$ cat src/rtl/mem_access_arbiter.sv
// mem_access_arbiter: round-robin sharer of one single-port data memory between
// the pipeline MEM stage (port A) and an auxiliary master (port B).
//
// Ports
//   clk, rst_n          clock (rising edge), asynchronous active-low reset
//   a_req_i..a_wdata_i  port A request: store when a_we_i, word address, store data
//   a_ack_o             one-cycle completion pulse for port A
//   a_rdata_o, a_err_o  load data / out-of-range flag, valid with a_ack_o
//   b_*                 same set for port B
//   stall_a_o           port A request still pending (freezes the pipeline)
//   busy_o              an access is in progress
//   mem_en_o..mem_wdata_o  single-cycle strobe, write enable, address, write data
//   mem_rdata_i         read data, valid MEM_LAT cycles after the strobe cycle
module mem_access_arbiter #(
    parameter int ADDR_W      = 32,
    parameter int DATA_W      = 32,
    parameter int MEM_LAT     = 2,
    parameter int DEPTH_WORDS = 1024
) (
    input  logic              clk,
    input  logic              rst_n,
    input  logic              a_req_i,
    input  logic              a_we_i,
    input  logic [ADDR_W-1:0] a_addr_i,
    input  logic [DATA_W-1:0] a_wdata_i,
    output logic              a_ack_o,
    output logic [DATA_W-1:0] a_rdata_o,
    output logic              a_err_o,
    input  logic              b_req_i,
    input  logic              b_we_i,
    input  logic [ADDR_W-1:0] b_addr_i,
    input  logic [DATA_W-1:0] b_wdata_i,
    output logic              b_ack_o,
    output logic [DATA_W-1:0] b_rdata_o,
    output logic              b_err_o,
    output logic              stall_a_o,
    output logic              busy_o,
    output logic              mem_en_o,
    output logic              mem_we_o,
    output logic [ADDR_W-1:0] mem_addr_o,
    output logic [DATA_W-1:0] mem_wdata_o,
    input  logic [DATA_W-1:0] mem_rdata_i
);

    typedef enum logic [1:0] {S_IDLE, S_ISSUE, S_WAIT, S_DONE} state_t;

    localparam logic [ADDR_W-1:0] DEPTH_A = ADDR_W'(DEPTH_WORDS);
    localparam logic [3:0]        LAT_M1  = 4'(MEM_LAT - 1);

    state_t            state_q, state_d;
    logic [3:0]        cnt_q, cnt_d;
    logic              owner_q, last_q, we_q;
    logic              grant_b_d, grant_d, issue_d, done_d, err_d, own_d;
    logic              sel_we_d;
    logic [ADDR_W-1:0] sel_addr_d;
    logic [DATA_W-1:0] sel_wdata_d, rdata_d;

    // owner/last_owner encoding: 0 = A, 1 = B; on a tie the port that did not
    // own the previous access wins
    assign grant_b_d   = b_req_i & (~a_req_i | ~last_q);
    assign sel_we_d    = grant_b_d ? b_we_i    : a_we_i;
    assign sel_addr_d  = grant_b_d ? b_addr_i  : a_addr_i;
    assign sel_wdata_d = grant_b_d ? b_wdata_i : a_wdata_i;
    // an out-of-range grant completes straight from IDLE, before owner_q is loaded
    assign own_d       = (state_q == S_IDLE) ? grant_b_d : owner_q;
    assign stall_a_o   = a_req_i & ~a_ack_o;

    always_comb begin
        state_d = state_q;
        cnt_d   = cnt_q;
        grant_d = 1'b0;
        issue_d = 1'b0;
        done_d  = 1'b0;
        err_d   = 1'b0;
        rdata_d = '0;
        case (state_q)
            S_IDLE: begin
                if (a_req_i | b_req_i) begin
                    grant_d = 1'b1;
                    if (sel_addr_d >= DEPTH_A) begin
                        state_d = S_DONE;
                        done_d  = 1'b1;
                        err_d   = 1'b1;
                    end else begin
                        state_d = S_ISSUE;
                        issue_d = 1'b1;
                    end
                end
            end
            S_ISSUE: begin
                state_d = we_q ? S_DONE : S_WAIT;
                done_d  = we_q;
                cnt_d   = LAT_M1;
            end
            S_WAIT: begin
                if (cnt_q != 4'd0) begin
                    cnt_d = cnt_q - 4'd1;
                end else begin
                    state_d = S_DONE;
                    done_d  = 1'b1;
                    rdata_d = mem_rdata_i;
                end
            end
            default: state_d = S_IDLE;
        endcase
    end

    // every output below is registered one cycle ahead of the state it belongs to
    always_ff @(posedge clk or negedge rst_n) begin
        if (!rst_n) begin
            state_q     <= S_IDLE;
            cnt_q       <= '0;
            owner_q     <= 1'b0;
            last_q      <= 1'b1;
            we_q        <= 1'b0;
            a_ack_o     <= 1'b0;
            a_rdata_o   <= '0;
            a_err_o     <= 1'b0;
            b_ack_o     <= 1'b0;
            b_rdata_o   <= '0;
            b_err_o     <= 1'b0;
            busy_o      <= 1'b0;
            mem_en_o    <= 1'b0;
            mem_we_o    <= 1'b0;
            mem_addr_o  <= '0;
            mem_wdata_o <= '0;
        end else begin
            state_q  <= state_d;
            cnt_q    <= cnt_d;
            busy_o   <= state_d != S_IDLE;
            mem_en_o <= issue_d;
            mem_we_o <= issue_d & sel_we_d;
            if (grant_d) begin
                owner_q     <= grant_b_d;
                last_q      <= grant_b_d;
                we_q        <= sel_we_d;
                mem_addr_o  <= sel_addr_d;
                mem_wdata_o <= sel_wdata_d;
            end
            a_ack_o   <= done_d & ~own_d;
            a_err_o   <= err_d & ~own_d;
            a_rdata_o <= (done_d & ~own_d) ? rdata_d : '0;
            b_ack_o   <= done_d & own_d;
            b_err_o   <= err_d & own_d;
            b_rdata_o <= (done_d & own_d) ? rdata_d : '0;
        end
    end

endmodule

$ cat config.mk
export PLATFORM = sky130hd
export DESIGN_NAME = mem_access_arbiter
export DESIGN_NICKNAME = d
export VERILOG_FILES = /design/src/rtl/mem_access_arbiter.sv
export SDC_FILE = /design/constraint.sdc
export NUM_CORES = 1
export LEC_CHECK = 0
export CAP_MARGIN = 20
export CORE_ASPECT_RATIO = 0.5
export CORE_UTILIZATION = 41
export CTS_BUF_LIST = sky130_fd_sc_hd__clkbuf_4
export DETAILED_ROUTE_END_ITERATION = 16
export PLACE_DENSITY = 0.88
export SYNTH_ARGS = -nofsm -noshare
export SYNTH_HDL_FRONTEND = slang
export SYNTH_SLANG_ARGS = --single-unit
$ cat constraint.sdc
create_clock -name clk -period 2.09 [get_ports clk]
set_clock_uncertainty 0.1 [all_clocks]
set_input_delay 0.418 -clock clk [delete_from_list [all_inputs] [get_ports clk]]
set_output_delay 0.418 -clock clk [all_outputs]
set_load 0.005 [all_outputs]
-- After elaboration in Yosys (flattened, before gate mapping)
Cells that the tools add are included.
- bitwise gates (word level): 13
- mux-type cells: 25
- add/subtract/negate cells: 1
- reduce and logical (&&, ||, !) cells: 5
- equality and inequality tests: 3
- magnitude comparators: 1
- operators by type and width (operator ; number):
    $mux W32 ; 6
    $ge A32 B11 Y1 const B ; 1
    $mux W1 ; 12
    $pmux W4 S2 ; 1
    $and A1 B1 Y1 ; 7
    $mux W2 ; 3
    $pmux W2 S3 ; 1
    $mux W4 ; 1
    $not A1 Y1 ; 4
    $reduce_bool A2 Y1 ; 2
    $reduce_bool A4 Y1 ; 1
    $sub A4 B1 Y4 const B ; 1
    $pmux W1 S3 ; 1
    $eq A2 B1 Y1 const B ; 1
    $eq A2 B2 Y1 const B ; 1
    $logic_not A2 Y1 ; 1
    $ne A2 B2 Y1 const B ; 1
    $or A1 B1 Y1 ; 2
    $reduce_and A2 Y1 ; 1
- bits of input ports: 166
- flip-flop bits (word level): 144
- output and inout port bits: 136

-- Logic depth before layout (Yosys ltp)
- word-level depth: 10
- gate-level depth with buffers: 8
- depth with buffers taken out: 7

-- Worst setup path after synthesis
No wires, ideal clock.
- path kind: register to register
- start: register state_q[0]
- end: register mem_wdata_o[16]
- arrival time: 1.511 ns
- data required time: 1.907 ns
- setup slack: 0.396 ns
- cell stages (with the launch flop): 9
- setup time: 0.083 ns
- path through: dfrtp_1 inv_1 ha_1 buf_2 o21ai_1 buf_2 buf_2 nand2_1 o21ai_0
- word-level cells in the longest chain between the ends: 2
- RTL lines (element ; RTL line ; source):
    from (decl) ; 50 ; state_t state_q, state_d;
    from (signal assigned) ; 128 ; state_q <= state_d;
    $logic_not A2 Y1 ; 76 ; case (state_q)
    $mux W1 ; 76 ;
    to (signal assigned) ; 138 ; mem_wdata_o <= sel_wdata_d;
    to (decl) ; 41 ; output logic [DATA_W-1:0] mem_wdata_o,
Every way passes these cells.
A chain may end at the register's enable or synchronous reset.

-- Worst setup path in the final report
- start: register a_ack_o
- end: output a_ack_o
- RTL lines (element ; RTL line ; source):
    from (decl) ; 26 ; output logic a_ack_o,
    from (signal assigned) ; 140 ; a_ack_o <= done_d & ~own_d;
No word-level cell between the ends.

==> flow_metrics.tcl <==
set metrics [dict create \
    status "finished clean" \
    clk_pin_slew_ps 130 \
    drc_errors 0 \
    final_nets 1036 \
    grt_pass1_wl_um 26100 \
    syn_inst 548 \
    cts_max_level 4 \
    cts_buffer_depth 2 \
    max-slew-margin-rel 0.628 \
    avgSynthCellArea_um2 10.8 \
    start_kind "flip-flop" \
    cts_sinks 144 \
    syn2layout_area_growth_pct 62.9 \
    async_flop_share 1.00 \
    critPathCaptureType "primary output" \
    drt_iter0_drc 248 \
    cts_tree "done" \
    arrival_ps 1500 \
    seq_area_frac_synth 0.609 \
    grt_pass1_vias 5239 \
    synth_area_leaders "dfrtp_1, mux2i_1, nand2_1" \
    synth-edff-count 0 \
    synth_fp_nets 720 \
    crit_end "a_ack_o" \
    worstRegToRegCells 5 \
    ys_ff_latch 144 \
    antenna_found_initial 0 \
    synth_top_family_by_area "simple AND/OR/NAND/NOR gates" \
    fin_cells 1069 \
    yosys.area_share.adder 0.0127 \
    synth_top_area_cell "dfrtp_1" \
    ios 302 \
    synth-warning-count 0 \
    cp_max_fo 2 \
    clkLatencyLatePin_ps 490 \
    p_leak_nw 4.25 \
    num_vias 5141 \
    p_sw_frac 0.350 \
    fp-row-count 30 \
    yosys_most_used_dff "dfrtp_1" \
    post_dp_cell_area_um2 9370 \
    grt_max_degree 60 \
    place.gp.congestion 0.764 \
    ctsRootBufferMaster "clkbuf_4" \
    fillers 1027 \
    seqPwrFrac 0.390 \
    fp.dieArea_um2 14900 \
    initial_core_util 0.428 \
    wl_um 17200 \
    clockPowerShare 0.154 \
    synth.area.mux_share 0.112 \
    synth_cell_type_count 37 \
    syn_area_um2 5920 \
    synth-compound-area-share 0.0787 \
    r2r_slack_ps 100 \
    finalCritPeriodShare 0.964 \
    die_w_um 172 \
    power_frac_comb 0.456 \
    dp_hpwl_um 13200 \
    grt-ovfl-total 0 \
    numCtsBuffers 17 \
    vias_per_cell 4.81 \
    max_freq_mhz 496 \
    die_h_um 86.9 \
    r2r_start "state_q[1]" \
    place_inst 1035 \
    synthTopCellsByCount "dfrtp_1, nand2_1, nor2_1" \
    p_int_mw 6.80 \
    drv_cap 0 \
    numPortBuffers 301 \
    ir_drop_v 0.000503 \
    crit_type "reg -> out" \
    design_area_um2 9640 \
    yosysTopAreaCellShare 0.605 \
    slew_violations 0 \
    yosys.area_share.simple 0.149 \
    coreArea_um2 13800 \
    setup_viol 0 \
    crit_required_ps 1570 \
    rsz0062_at_grt "no" \
    synth.most_common_cell "dfrtp_1" \
    dr.pass1.iters 4 \
    grt_use_total 0.230 \
    min_period_ps 2010 \
    timing.rr.end "a_ack_o" \
    wl_per_cell_um 16.1 \
    tightest_slew_ps 557 \
    layout-drive-gt1-share 0.0833 \
    finalPower_mw 10.5 \
    drtAntennaViolNets 0 \
    switchingPower_mw 3.67 \
    synthXorXnorAreaFrac 0.00148 \
    hp-class "in -> reg" \
    hold_viol_final 0 \
    min_path_cells 3 \
    timing.critical_path.from "a_ack_o" \
    p_per_area_nw_per_um2 1090 \
]
[placed cells by master, fill, tap and decap left out, drive strengths merged, types with 2 or more instances in the layout]
cell             n
clkinvlp         6
or4              2
dlygate4sd2      2
inv              8
nor2b            3
nand3            2
nor2            70
clkdlybuf4s50  298
o21ai           72
ha               6
o41ai            2
clkbuf          18
dfrtp          143
clkinv           5
mux2i           65
buf             30
a21oi            7
nor4            10
a31oi            2
and2             2
nand4            3
nor3             2
nand2          104
[logic make-up (layout without fill, tap and decap cells)]
kind of cell,count (synthesis),in the layout
multiplexers,66,66
buffers and inverters,41,369
other,0,1
flip-flops,144,144
XOR/XNOR,1,1
AND/OR/NAND/NOR,203,203
adder cells (fa/ha/maj),6,6
AO/OA/AOI/OAI,87,87
[how the worst min path moves through the flow]
stage                         from             to  slack (ps)
floorplan                    rst_n        a_ack_o          20
global placement             rst_n  a_rdata_o[24]         320
detailed placement           rst_n  b_rdata_o[24]         330
CTS                        a_req_i         last_q         270
global route        mem_rdata_i[5]   b_rdata_o[5]         290
finish              mem_rdata_i[5]   b_rdata_o[5]         340
[critical path, stage by stage, from the launching register on]
cell             delay, ps
dfrtp_1                390
buf_4                  110
clkdlybuf4s50_1        510
[sequential cells by signal, summed over array words and instances, names as in the netlist, 2 cells and up]
signal       cells
cnt_q            4
state_q          2
mem_addr_o      32
b_rdata_o       32
mem_wdata_o     32
a_rdata_o       32
[metrics by stage]
stage	hold WS, ps	utilization	setup TNS (ps)	worst slack, ps
after CTS	272	0.697	0	17.6
after floorplan	22.4	-	0	396
after detailed placement	329	0.678	-6960	-306
after global placement	324	0.678	-4930	-289
after global routing	286	0.697	0	0.447
final	336	0.698	0	75.6
[power by group through the flow]
stage / clock network, mW / registers, mW / logic, mW
2_1_floorplan: 0 / 4.14 / 1.93
3_3_place_gp: 0 / 4.08 / 4.64
3_5_place_dp: 0 / 4.13 / 4.79
4_1_cts: 1.66 / 4.08 / 4.81
5_1_grt: 1.77 / 4.18 / 5.23
6_report: 1.61 / 4.08 / 4.77
[layout make-up]
type	instances	area [µm²]	area share
sequential	144	3600	0.374
timing repair buffer	331	3390	0.352
multi-input combinational	363	2120	0.220
tap	192	240	0.0249
clock buffer	18	135	0.0140
clock inverter	13	116	0.0121
inverter	7	26.3	0.00273
antenna	1	2.50	0.000260
[metal layers]
metal / track usage / part of all wire / routed length, µm
met5: 0 / 0 / 0
met1: 0.251 / 0.39 / 6680
met4: 0.0780 / 0.015 / 257
met3: 0.0650 / 0.065 / 1110
met2: 0.432 / 0.53 / 9190
[what timing repair did]
item	in CTS	in global routing
hold buffers	1	0
resized for setup	2	1
endpoints found under the setup margin	1	12
setup buffers	1	0
hold endpoints to repair	54	0
Power figures use the tool's default switching activity.
==> variant, RTL diff (same settings) <==
Put one more register stage on the output `a_err_o`. The value now appears one clock later. The other outputs are not delayed to match.
--- a/src/rtl/mem_access_arbiter.sv
+++ b/src/rtl/mem_access_arbiter.sv
@@ -46,6 +46,8 @@
 
     localparam logic [ADDR_W-1:0] DEPTH_A = ADDR_W'(DEPTH_WORDS);
     localparam logic [3:0]        LAT_M1  = 4'(MEM_LAT - 1);
+
+    logic a_err_s0;
 
     state_t            state_q, state_d;
     logic [3:0]        cnt_q, cnt_d;
@@ -115,7 +117,7 @@
             we_q        <= 1'b0;
             a_ack_o     <= 1'b0;
             a_rdata_o   <= '0;
-            a_err_o     <= 1'b0;
+            a_err_s0    <= 1'b0;
             b_ack_o     <= 1'b0;
             b_rdata_o   <= '0;
             b_err_o     <= 1'b0;
@@ -138,7 +140,7 @@
                 mem_wdata_o <= sel_wdata_d;
             end
             a_ack_o   <= done_d & ~own_d;
-            a_err_o   <= err_d & ~own_d;
+            a_err_s0  <= err_d & ~own_d;
             a_rdata_o <= (done_d & ~own_d) ? rdata_d : '0;
             b_ack_o   <= done_d & own_d;
             b_err_o   <= err_d & own_d;
@@ -146,5 +148,9 @@
         end
     end
 
+    always_ff @(posedge clk) begin
+        a_err_o <= a_err_s0;
+    end
+
 endmodule
 
Function: changed (a bounded check fails within 4 cycles, from zero or initial values and one cycle with rst_n low).
==> variant against the original RTL <==
- routed wire length rose by 3.3%
- sequential cell count rose by 1
- non-clock buffer count rose by 4
- sequential power barely moved
- power rose by 1.4%
- highest routed layer unchanged
- setup slack improved by 50 ps
- synthesized area rose by 0.34%
- design area rose by 0.75%
- largest cell class unchanged
==> variant: results (changes against the original RTL) <==
Synth:
- The share of flip-flops with an asynchronous set or reset is 99.31% (-0.69 points).
- The sequential area share after synthesis is 61.05% (+0.13 points).
- The net count after synthesis is 721 (+0.14%).
- The area fraction in compound gates after synthesis came to 7.840% (-0.027 points).
- The xor-xnor portion of the synthesized cell area is 0.1475% (-0.00050 points).
- The multiplexer share of the synthesized area was 11.21% (-0.038 points).
- After synthesis, the cell types taking the most area are sky130_fd_sc_hd__dfrtp_1 60%, sky130_fd_sc_hd__mux2i_1 11%, sky130_fd_sc_hd__nand2_1 6.6%.
- The arithmetic-cell share of the synthesized area counting full adders, half adders and majority gates came to 1.264% (-0.0043 points).
- The distinct cell type count after synthesis is 38 (+2.7%).
- The count of yosys warnings during synthesis is 0 (unchanged).

Clock tree:
- The post-CTS repair timing setup buffer count is 0 (-1).
- The clock latency of the later-clocked register in the worst-skew pair is 510 ps (+20 ps).
- The clock edge transition at the registers on the reported setup and hold paths is 130 ps (about the same).
- The number of hold buffers added after cts is 1 (unchanged).
- The library cell used as clock root buffer is sky130_fd_sc_hd__clkbuf_4.
- The largest buffer count on any clock path is 2 (unchanged).

Placement:
- The instance area at placement is 9410 sq um (+0.48%).
- The routability congestion estimate from global placement is 0.8762 (+15%).
- The estimated wirelength of the detail-placed design is 13630 um (+3.5%).
- The total of buffers placed on input and output ports is 301 (unchanged).

Route:
- The detailed-route wire length was 17820 um (+3.3%).
- The number of iterations in the first detailed-routing pass was 5 (+1).
- The vias per cell was 4.831 (+0.46%).
- The met3 routed wirelength was 942 um (-15%).
- The number of DRC markers after the initial detailed-route iteration is 285 (+15%).
- The total routed wire length on the met1 layer is 7070 um (+5.8%).
- The total length of routed met2 wires is 9371 um (+2.0%).
- Routed signal wires occupy layers up through met4.

Layout:
- The antenna diode instance count came to 0 (-1).
- The share of final-layout standard cells stronger than drive strength 1 came to 8.844% (+0.51 points).
- The filler cell count is 1005 (-2.1%).
- The final net count was 1041 (+0.48%).

Setup path:
- The startpoint of the worst setup timing path is mem_addr_o[11].
- The worst stage delay on the critical path is 530 ps (+20 ps).
- The worst register-to-register path begins at state_q[0].
- The critical register-to-register path endpoint is b_rdata_o[29].
- The number of cells on the worst reg-to-reg path came to 7 (+2).
- The arrival time reported for the critical path endpoint is 1450 ps (-50 ps).
- The reg2reg setup slack is 210 ps (+110 ps).
- The critical path's top delay family is buffers and inverters.

Global route:
- The met2 usage is 44.10% (+0.92 points).
- The wire length of the first global-routing pass was 26670 um (+2.2%).
- The largest net degree at the start of global routing is 54 (-10%).
- The met1 track demand over resource in global routing came to 26.50% (+1.4 points).
- The overall global routing resource usage is 23.75% (+0.76 points).
- The initial antenna violation count was 0 (unchanged).
- The number of global-route vias before repair came to 5334 (+1.8%).
- The met3 usage in global routing is 5.588% (-0.91 points).

STA:
- The aggregate negative setup slack is 0 ps (unchanged).
- The transition time at the pin with the least slew margin is 403.8 ps (-153.5 ps).

Power and ir drop:
- The static leakage is 4.295 nW (+0.95%).
- The worst IR drop on VDD is 543.7 uV (+8.2%).

Run status:
- The run finished with clean final reports.

Worst hold path:
- The path type of the worst min-delay path is primary input to async pin.
variant: changes by cell type after synthesis:
cell,delta
sky130_fd_sc_hd__dfxtp_1,+1
variant: worst register-to-register path, cell delays in order (launching register included):
cell                      delay, ps
sky130_fd_sc_hd__dfrtp_1        440
sky130_fd_sc_hd__inv_1          110
sky130_fd_sc_hd__ha_2           290
sky130_fd_sc_hd__nand4_1        230
sky130_fd_sc_hd__nor2_2         210
sky130_fd_sc_hd__buf_12         210
sky130_fd_sc_hd__nand2_1        110
sky130_fd_sc_hd__nor2_1         140
variant: area by class of cell:
cell class                 count  area [sq um]  share of cell area (%)
sequential                   145          3625                   37.33
inverter                       7         26.28                  0.2706
tap                          192         240.2                   2.474
multi-input combinational    363          2131                   21.95
clock buffer                  19         142.6                   1.469
timing repair buffer         335          3407                   35.09
clock inverter                13         137.6                   1.418
variant: stage by stage:
step / power (mW) / setup slack [ps] / instances / hold WS (ps)
final: 10.61 / 125.4 / 1074 / 217.7
after global routing: 11.31 / 49.36 / 1074 / 199.3
after floorplan: 6.106 / 396.5 / 549 / 22.41
after CTS: 10.69 / 81.88 / 1074 / 177.7
after global placement: 8.697 / -278.9 / 1041 / 197.5
after detailed placement: 8.917 / -298.9 / 1041 / 197.6
variant: power breakdown:
part	total, mW	switching (mW)	internal (mW)
logic	4.75	2.22	2.54
clock network	1.76	1.02	0.737
registers	4.09	0.437	3.65
variant: worst max-delay path by stage:
stage / endpoint / slack (ps) / depth (start not counted)
6_report: mem_addr_o[11] / 130 / 1
3_3_place_gp: mem_we_o / -280 / 8
4_1_cts: mem_addr_o[11] / 80 / 1
3_5_place_dp: b_ack_o / -300 / 7
5_1_grt: mem_addr_o[11] / 50 / 1
2_1_floorplan: mem_wdata_o[16] / 400 / 8
